`config.mk`:
```
export PLATFORM = sky130hd
export DESIGN_NAME = fetch_queue_flat
export DESIGN_NICKNAME = d
export VERILOG_FILES = /design/src/rtl/fetch_queue_if.sv /design/src/rtl/fetch_queue.sv /design/src/flat_wrapper.sv
export SDC_FILE = /design/constraint.sdc
export NUM_CORES = 1
export LEC_CHECK = 0
export CAP_MARGIN = 15
export CORE_MARGIN = 2
export CORE_UTILIZATION = 50
export DETAILED_ROUTE_END_ITERATION = 8
export PLACE_DENSITY = 0.77
export SLEW_MARGIN = 20
export SYNTH_ARGS = -nofsm -noshare
export SYNTH_HDL_FRONTEND = slang
export SYNTH_SLANG_ARGS = --single-unit
```
`constraint.sdc`:
```
create_clock -name clk -period 4.2 [get_ports clk]
set_clock_uncertainty 0.2 [all_clocks]
set_input_delay 1.05 -clock clk [delete_from_list [all_inputs] [get_ports clk]]
set_output_delay 1.05 -clock clk [all_outputs]
set_load 0.005 [all_outputs]
```
`src/rtl/fetch_queue_if.sv`:
```
// Handshake bundle between the fetch front end, instruction memory and the core.
// Every channel is valid/ready: a transfer happens in a cycle where both are high. An
// asserted request keeps its address stable until accepted, except that it may drop in a
// redirect cycle. mem_resp_valid and redirect are one-cycle pulses with no ready.
interface fetch_queue_if;
  logic        mem_req_valid;
  logic [31:0] mem_req_addr;
  logic        mem_req_ready;
  logic        mem_resp_valid;
  logic [31:0] mem_resp_data;
  logic        redirect;
  logic [31:0] redirect_pc;
  logic        out_valid;
  logic [31:0] out_pc;
  logic [31:0] out_instr;
  logic        out_ready;

  modport master (
    output mem_req_valid, mem_req_addr, out_valid, out_pc, out_instr,
    input  mem_req_ready, mem_resp_valid, mem_resp_data, redirect, redirect_pc, out_ready
  );

  modport slave (
    input  mem_req_valid, mem_req_addr, out_valid, out_pc, out_instr,
    output mem_req_ready, mem_resp_valid, mem_resp_data, redirect, redirect_pc, out_ready
  );
endinterface

```
`src/rtl/fetch_queue.sv`:
```
// Instruction fetch front end: credit-limited in-order fetch into a DEPTH-entry
// {pc, instr} queue, with redirect flushing the queue and dropping in-flight responses.
module fetch_queue #(
  parameter int DEPTH = 4
) (
  input  logic          clk,
  input  logic          reset,
  fetch_queue_if.master bus
);
  localparam int AW = $clog2(DEPTH);
  localparam int CW = AW + 1;

  typedef logic [CW-1:0] cnt_t;
  typedef logic [AW-1:0] ptr_t;

  logic [31:0] fetch_pc_q, fetch_pc_d;
  cnt_t        occ_q, occ_d;
  cnt_t        inflight_q, inflight_d;
  cnt_t        discard_q, discard_d;
  ptr_t        head_q, head_d;
  ptr_t        tail_q, tail_d;
  ptr_t        pend_rd_q, pend_rd_d;
  ptr_t        pend_wr_q, pend_wr_d;

  logic [31:0] q_pc_q    [DEPTH];
  logic [31:0] q_instr_q [DEPTH];
  logic [31:0] pend_pc_q [DEPTH];

  logic credit_ok;
  logic req_valid;
  logic issue;
  logic resp_ok;
  logic push;
  logic pop;
  logic unused_pc_bits;

  // Credits only count registered occupancy, so a pop frees a slot one cycle later.
  assign credit_ok = ({1'b0, occ_q} + {1'b0, inflight_q}) < (CW+1)'(DEPTH);
  assign req_valid = reset && !bus.redirect && credit_ok;
  assign issue     = req_valid && bus.mem_req_ready;
  assign resp_ok   = bus.mem_resp_valid && (inflight_q != '0);
  assign push      = resp_ok && (discard_q == '0) && !bus.redirect;
  assign pop       = (occ_q != '0) && bus.out_ready;

  assign bus.mem_req_valid = req_valid;
  assign bus.mem_req_addr  = fetch_pc_q;
  assign bus.out_valid     = (occ_q != '0);
  assign bus.out_pc        = q_pc_q[head_q];
  assign bus.out_instr     = q_instr_q[head_q];

  assign unused_pc_bits = ^bus.redirect_pc[1:0];

  always_comb begin
    fetch_pc_d = fetch_pc_q;
    occ_d      = occ_q;
    inflight_d = inflight_q + cnt_t'(issue) - cnt_t'(resp_ok);
    discard_d  = discard_q;
    head_d     = head_q;
    tail_d     = tail_q;
    pend_rd_d  = pend_rd_q + ptr_t'(resp_ok);
    pend_wr_d  = pend_wr_q + ptr_t'(issue);

    if (bus.redirect) begin
      // Everything still in flight, minus a response landing now, is stale.
      fetch_pc_d = {bus.redirect_pc[31:2], 2'b00};
      discard_d  = inflight_q - cnt_t'(resp_ok);
      occ_d      = '0;
      head_d     = '0;
      tail_d     = '0;
    end else begin
      if (issue) begin
        fetch_pc_d = fetch_pc_q + 32'd4;
      end
      if (resp_ok && (discard_q != '0)) begin
        discard_d = discard_q - cnt_t'(1);
      end
      occ_d  = occ_q + cnt_t'(push) - cnt_t'(pop);
      head_d = head_q + ptr_t'(pop);
      tail_d = tail_q + ptr_t'(push);
    end
  end

  always_ff @(posedge clk) begin
    if (!reset) begin
      fetch_pc_q <= '0;
      occ_q      <= '0;
      inflight_q <= '0;
      discard_q  <= '0;
      head_q     <= '0;
      tail_q     <= '0;
      pend_rd_q  <= '0;
      pend_wr_q  <= '0;
      for (int i = 0; i < DEPTH; i++) begin
        q_pc_q[i]    <= '0;
        q_instr_q[i] <= '0;
        pend_pc_q[i] <= '0;
      end
    end else begin
      fetch_pc_q <= fetch_pc_d;
      occ_q      <= occ_d;
      inflight_q <= inflight_d;
      discard_q  <= discard_d;
      head_q     <= head_d;
      tail_q     <= tail_d;
      pend_rd_q  <= pend_rd_d;
      pend_wr_q  <= pend_wr_d;
      if (push) begin
        q_pc_q[tail_q]    <= pend_pc_q[pend_rd_q];
        q_instr_q[tail_q] <= bus.mem_resp_data;
      end
      if (issue) begin
        pend_pc_q[pend_wr_q] <= fetch_pc_q;
      end
    end
  end
endmodule
```
`src/flat_wrapper.sv`:
```
// flat-port wrapper written by rule: the top's interface ports become plain ports
module fetch_queue_flat 
#(
  parameter int DEPTH = 4
)
  (clk, reset, bus_mem_req_valid, bus_mem_req_addr, bus_out_valid, bus_out_pc, bus_out_instr, bus_mem_req_ready, bus_mem_resp_valid, bus_mem_resp_data, bus_redirect, bus_redirect_pc, bus_out_ready);
  fetch_queue_if bus_i ();
  input  logic clk;
  input  logic reset;
  output wire logic [$bits(bus_i.mem_req_valid)-1:0] bus_mem_req_valid;
  output wire logic [$bits(bus_i.mem_req_addr)-1:0] bus_mem_req_addr;
  output wire logic [$bits(bus_i.out_valid)-1:0] bus_out_valid;
  output wire logic [$bits(bus_i.out_pc)-1:0] bus_out_pc;
  output wire logic [$bits(bus_i.out_instr)-1:0] bus_out_instr;
  input wire logic [$bits(bus_i.mem_req_ready)-1:0] bus_mem_req_ready;
  input wire logic [$bits(bus_i.mem_resp_valid)-1:0] bus_mem_resp_valid;
  input wire logic [$bits(bus_i.mem_resp_data)-1:0] bus_mem_resp_data;
  input wire logic [$bits(bus_i.redirect)-1:0] bus_redirect;
  input wire logic [$bits(bus_i.redirect_pc)-1:0] bus_redirect_pc;
  input wire logic [$bits(bus_i.out_ready)-1:0] bus_out_ready;
  assign bus_mem_req_valid = bus_i.mem_req_valid;
  assign bus_mem_req_addr = bus_i.mem_req_addr;
  assign bus_out_valid = bus_i.out_valid;
  assign bus_out_pc = bus_i.out_pc;
  assign bus_out_instr = bus_i.out_instr;
  assign bus_i.mem_req_ready = bus_mem_req_ready;
  assign bus_i.mem_resp_valid = bus_mem_resp_valid;
  assign bus_i.mem_resp_data = bus_mem_resp_data;
  assign bus_i.redirect = bus_redirect;
  assign bus_i.redirect_pc = bus_redirect_pc;
  assign bus_i.out_ready = bus_out_ready;
  fetch_queue #(.DEPTH(DEPTH)) u_core (.clk(clk), .reset(reset), .bus(bus_i));
endmodule
```
==> results.md <==
* Crit-path cells: buf_4 > mux4_2 > clkdlybuf4s50_1
* Slew @ Worst Pin at 0.8827 ns
* CTS root buf: clkbuf_16
* Leakage at 0.007879 uW
* Period Utilization, post-route at 0.8985
* Most frequent cells in the layout: 368 x edfxtp_1, 339 x and2_1, 161 x clkdlybuf4s50_1, 92 x mux4_2, 44 x clkbuf_16
* Required @ worst endpoint at 2.95 ns
* Status: completed
* Fin cells at 1900
* TritonRoute pass-1 iters at 7
* Wirelength per Cell at 21.58 um
* Sink Count at 415
* Number of synthesized flops with an enable pin at 368
* Std-Cell Core Area at 36610 sq um
* Critical R2R Launch: u_core.inflight_q[2]
* Main combinational cell family by area after synthesis: simple AND/OR/NAND/NOR gates
* Post-Synth XOR/XNOR Area at 0.006588
* CTS tree: built
* Mux contribution to synthesized area at 0.1142
* Clock latency on the worst-skew pair at 0.55 ns
* Slew HR at 0.4115
* Resize count post-CTS at 0
* Die Wd at 196.9 um
* Proportion of layout cells with a drive suffix above 1 at 0.1578
* Top Family by Delay on Critical Path: buffers and inverters
* Io pins at 168
* Sequential-to-total area share from yosys stat at 0.6443
* Area delta synth->final at 19.38%
* Register-to-register path setup slack at 1.29 ns
* Final ANT Viol Nets at 0
* Slew Limit Fails at 0
* Worst R2R Path Depth at 8
* Hold slack final at 0.3758 ns
* Adder-cell area share of the yosys netlist at 0.01223
* Diode count at 0
* Buf/Inv on CP at 2
* Synth Area per Inst at 15.03 sq um
* H-tree levels at 2
* Num rows at 70
* Max Cap Viol at 0
* Final HPWL from detailed placement at 24.91 mm
* DIE HEIGHT at 196.9 um
* First DRT Iteration DRCs at 878
* Worst setup SP type: flip-flop
* Grt ovf at 0
* First-pass GRT wire length at 63.42 mm
* Commonest non-fill, non-tap cell in the layout: edfxtp_1
* Top cells by area, synth: edfxtp_1 59%, and2_1 11%, mux4_2 11%
* Final nets at 1487
* Pwr dens at 442.2 nW/um^2
* Dpl cells at 1823
* Final Hold Fails at 0
* Area of the multi-input gates at 6216 sq um
* Core Util, Final at 0.6069
* R2r endpoint: u_core.bus.mem_req_addr[25]
* CP Class: reg2out
* Post-synth top area share at 0.5937
* Setup tns final at 0 ns
* Fin crit period at 3.774 ns
* Asr flop ratio synth at 0
* Cells after Synth at 1238
* Routed WL at 41.01 mm
* GRT Overall Usage at 0.2153
* Unrepaired setup endpoints after global routing: no
* Yosys warns at 0
* Post-Syn Area at 18610 sq um
* FMAX at 265.0 MHz
* Simple-gate share of the synthesized area at 0.1741
* Die area at 38790 sq um
* Initial Util at 0.5084
* Clk slew on worst S/H paths at 0.06 ns
* Final setup violation count at 0
* WHS Endpoint: u_core.discard_q[2]
* Vias per Instance at 5.645
* Most common flop cell mapped by yosys: edfxtp_1
* Compound-gate portion of the synthesized area at 0.02407
* Crit path capture type: output port
* Port bufs at 161
* Peak supply drop at 0.2579 mV
* Gpl congestion at 0.8242
* Setup repair bufs after CTS at 0
* Vias in the first global route at 11100
* Total number of vias at 10730
* # hold bufs at CTS at 0
* Initial antenna violation count at 0
* Clk buf depth at 3
* Crit Path Max Fanout at 20
* Number of synthesized register bits at 415
* Pin count of the biggest net entering global routing at 63
* Hold path startpoint: u_core.discard_q[2]
* # fillers at 2744
* Post-synth top area cell: edfxtp_1
* Hold depth at 2
* Slowest cell on the critical path: dfxtp_4
* Total CTS buffers at 43
* Number of library cell types mapped by synthesis at 60
* Worst EP arrival at 2.52 ns
* Worst stage delay on the critical path at 0.64 ns
* Number of remaining DRC errors at 0
* Hold crit path type: reg2reg
* Register area at 12000 sq um
how the worst max path moves through the flow:
stage	start	end	depth (start not counted)
after floorplan	bus_redirect	u_core.q_instr_q[1][0]	6
after global placement	reset	bus_mem_req_valid	4
after detailed placement	reset	bus_mem_req_valid	4
after CTS	u_core.head_q[0]	bus_out_pc[19]	3
after global routing	u_core.head_q[0]	bus_out_pc[10]	3
final	u_core.head_q[0]	bus_out_pc[19]	3
Yosys cell counts (5+ instances only):
| master | instances |
|---|---|
| a21oi_1 | 23 |
| xnor2_1 | 12 |
| dfxtp_1 | 47 |
| and2_1 | 339 |
| mux4_2 | 92 |
| or3_1 | 8 |
| and2_2 | 5 |
| nor2b_1 | 32 |
| and3_1 | 5 |
| nor3_1 | 11 |
| o311ai_0 | 5 |
| o21ai_0 | 13 |
| buf_2 | 15 |
| edfxtp_1 | 368 |
| o211ai_1 | 5 |
| buf_4 | 5 |
| clkbuf_1 | 57 |
| nand2_1 | 31 |
| inv_1 | 15 |
| nor2_1 | 29 |
| ha_1 | 15 |
| nand3_1 | 23 |
| nand2b_1 | 6 |
registers in the layout, summed over array words and instances (netlist names):
register and cells:
u_core.bus.mem_req_addr 30, u_core.pend_wr_q 2, u_core.discard_q 3, u_core.q_pc_q 120, u_core.inflight_q 3, u_core.pend_rd_q 2
u_core.occ_q 3, u_core.q_instr_q 128, u_core.pend_pc_q 120, u_core.tail_q 2, u_core.head_q 2
metrics by stage:
stage               setup slack (ns)  power [uW]  area [sq um]
global route                  0.2934       10190         22220
detailed placement            0.4720        6268         20870
floorplan                    0.08072        5711         18620
CTS                           0.3318        9905         22220
finish                        0.4262        9825         22220
global placement              0.4805        6227         20870
final cells by class:
class,instances,area share
clock inverter,21,0.008728
inverter,16,0.002703
timing repair buffer,199,0.09043
multi-input combinational,725,0.2797
sequential,415,0.5400
tap,468,0.02635
clock buffer,56,0.05203
layer usage:
metal	track usage	vias to the layer above	share of wire
met1	0.2829	5371	0.41
met4	0.05096	0	0.015
met3	0.03251	44	0.070
met5	0	-	0
li1	-	4886	-
met2	0.3793	425	0.50
tightest hold or removal path, cell delays in order, from the launching register on:
cell     delay, ns
dfxtp_1       0.34
xor2_1        0.08
a21oi_1       0.12
cells by family (layout without fill, tap and decap cells):
kind of cell,Yosys count,in the layout
adder cells (fa/ha/maj),17,17
XOR/XNOR,14,14
other,1,4
AO/OA/AOI/OAI,68,68
buffers and inverters,101,292
flip-flops,415,415
multiplexers,97,97
AND/OR/NAND/NOR,525,525
report_power, final:
group	total, uW	internal (uW)	leakage [uW]	switching, uW
registers	4930	4740	0.00419	195
clock network	3650	2130	0.000654	1520
logic	1240	653	0.00303	586
Note: power is estimated with default switching activity, not from simulation.
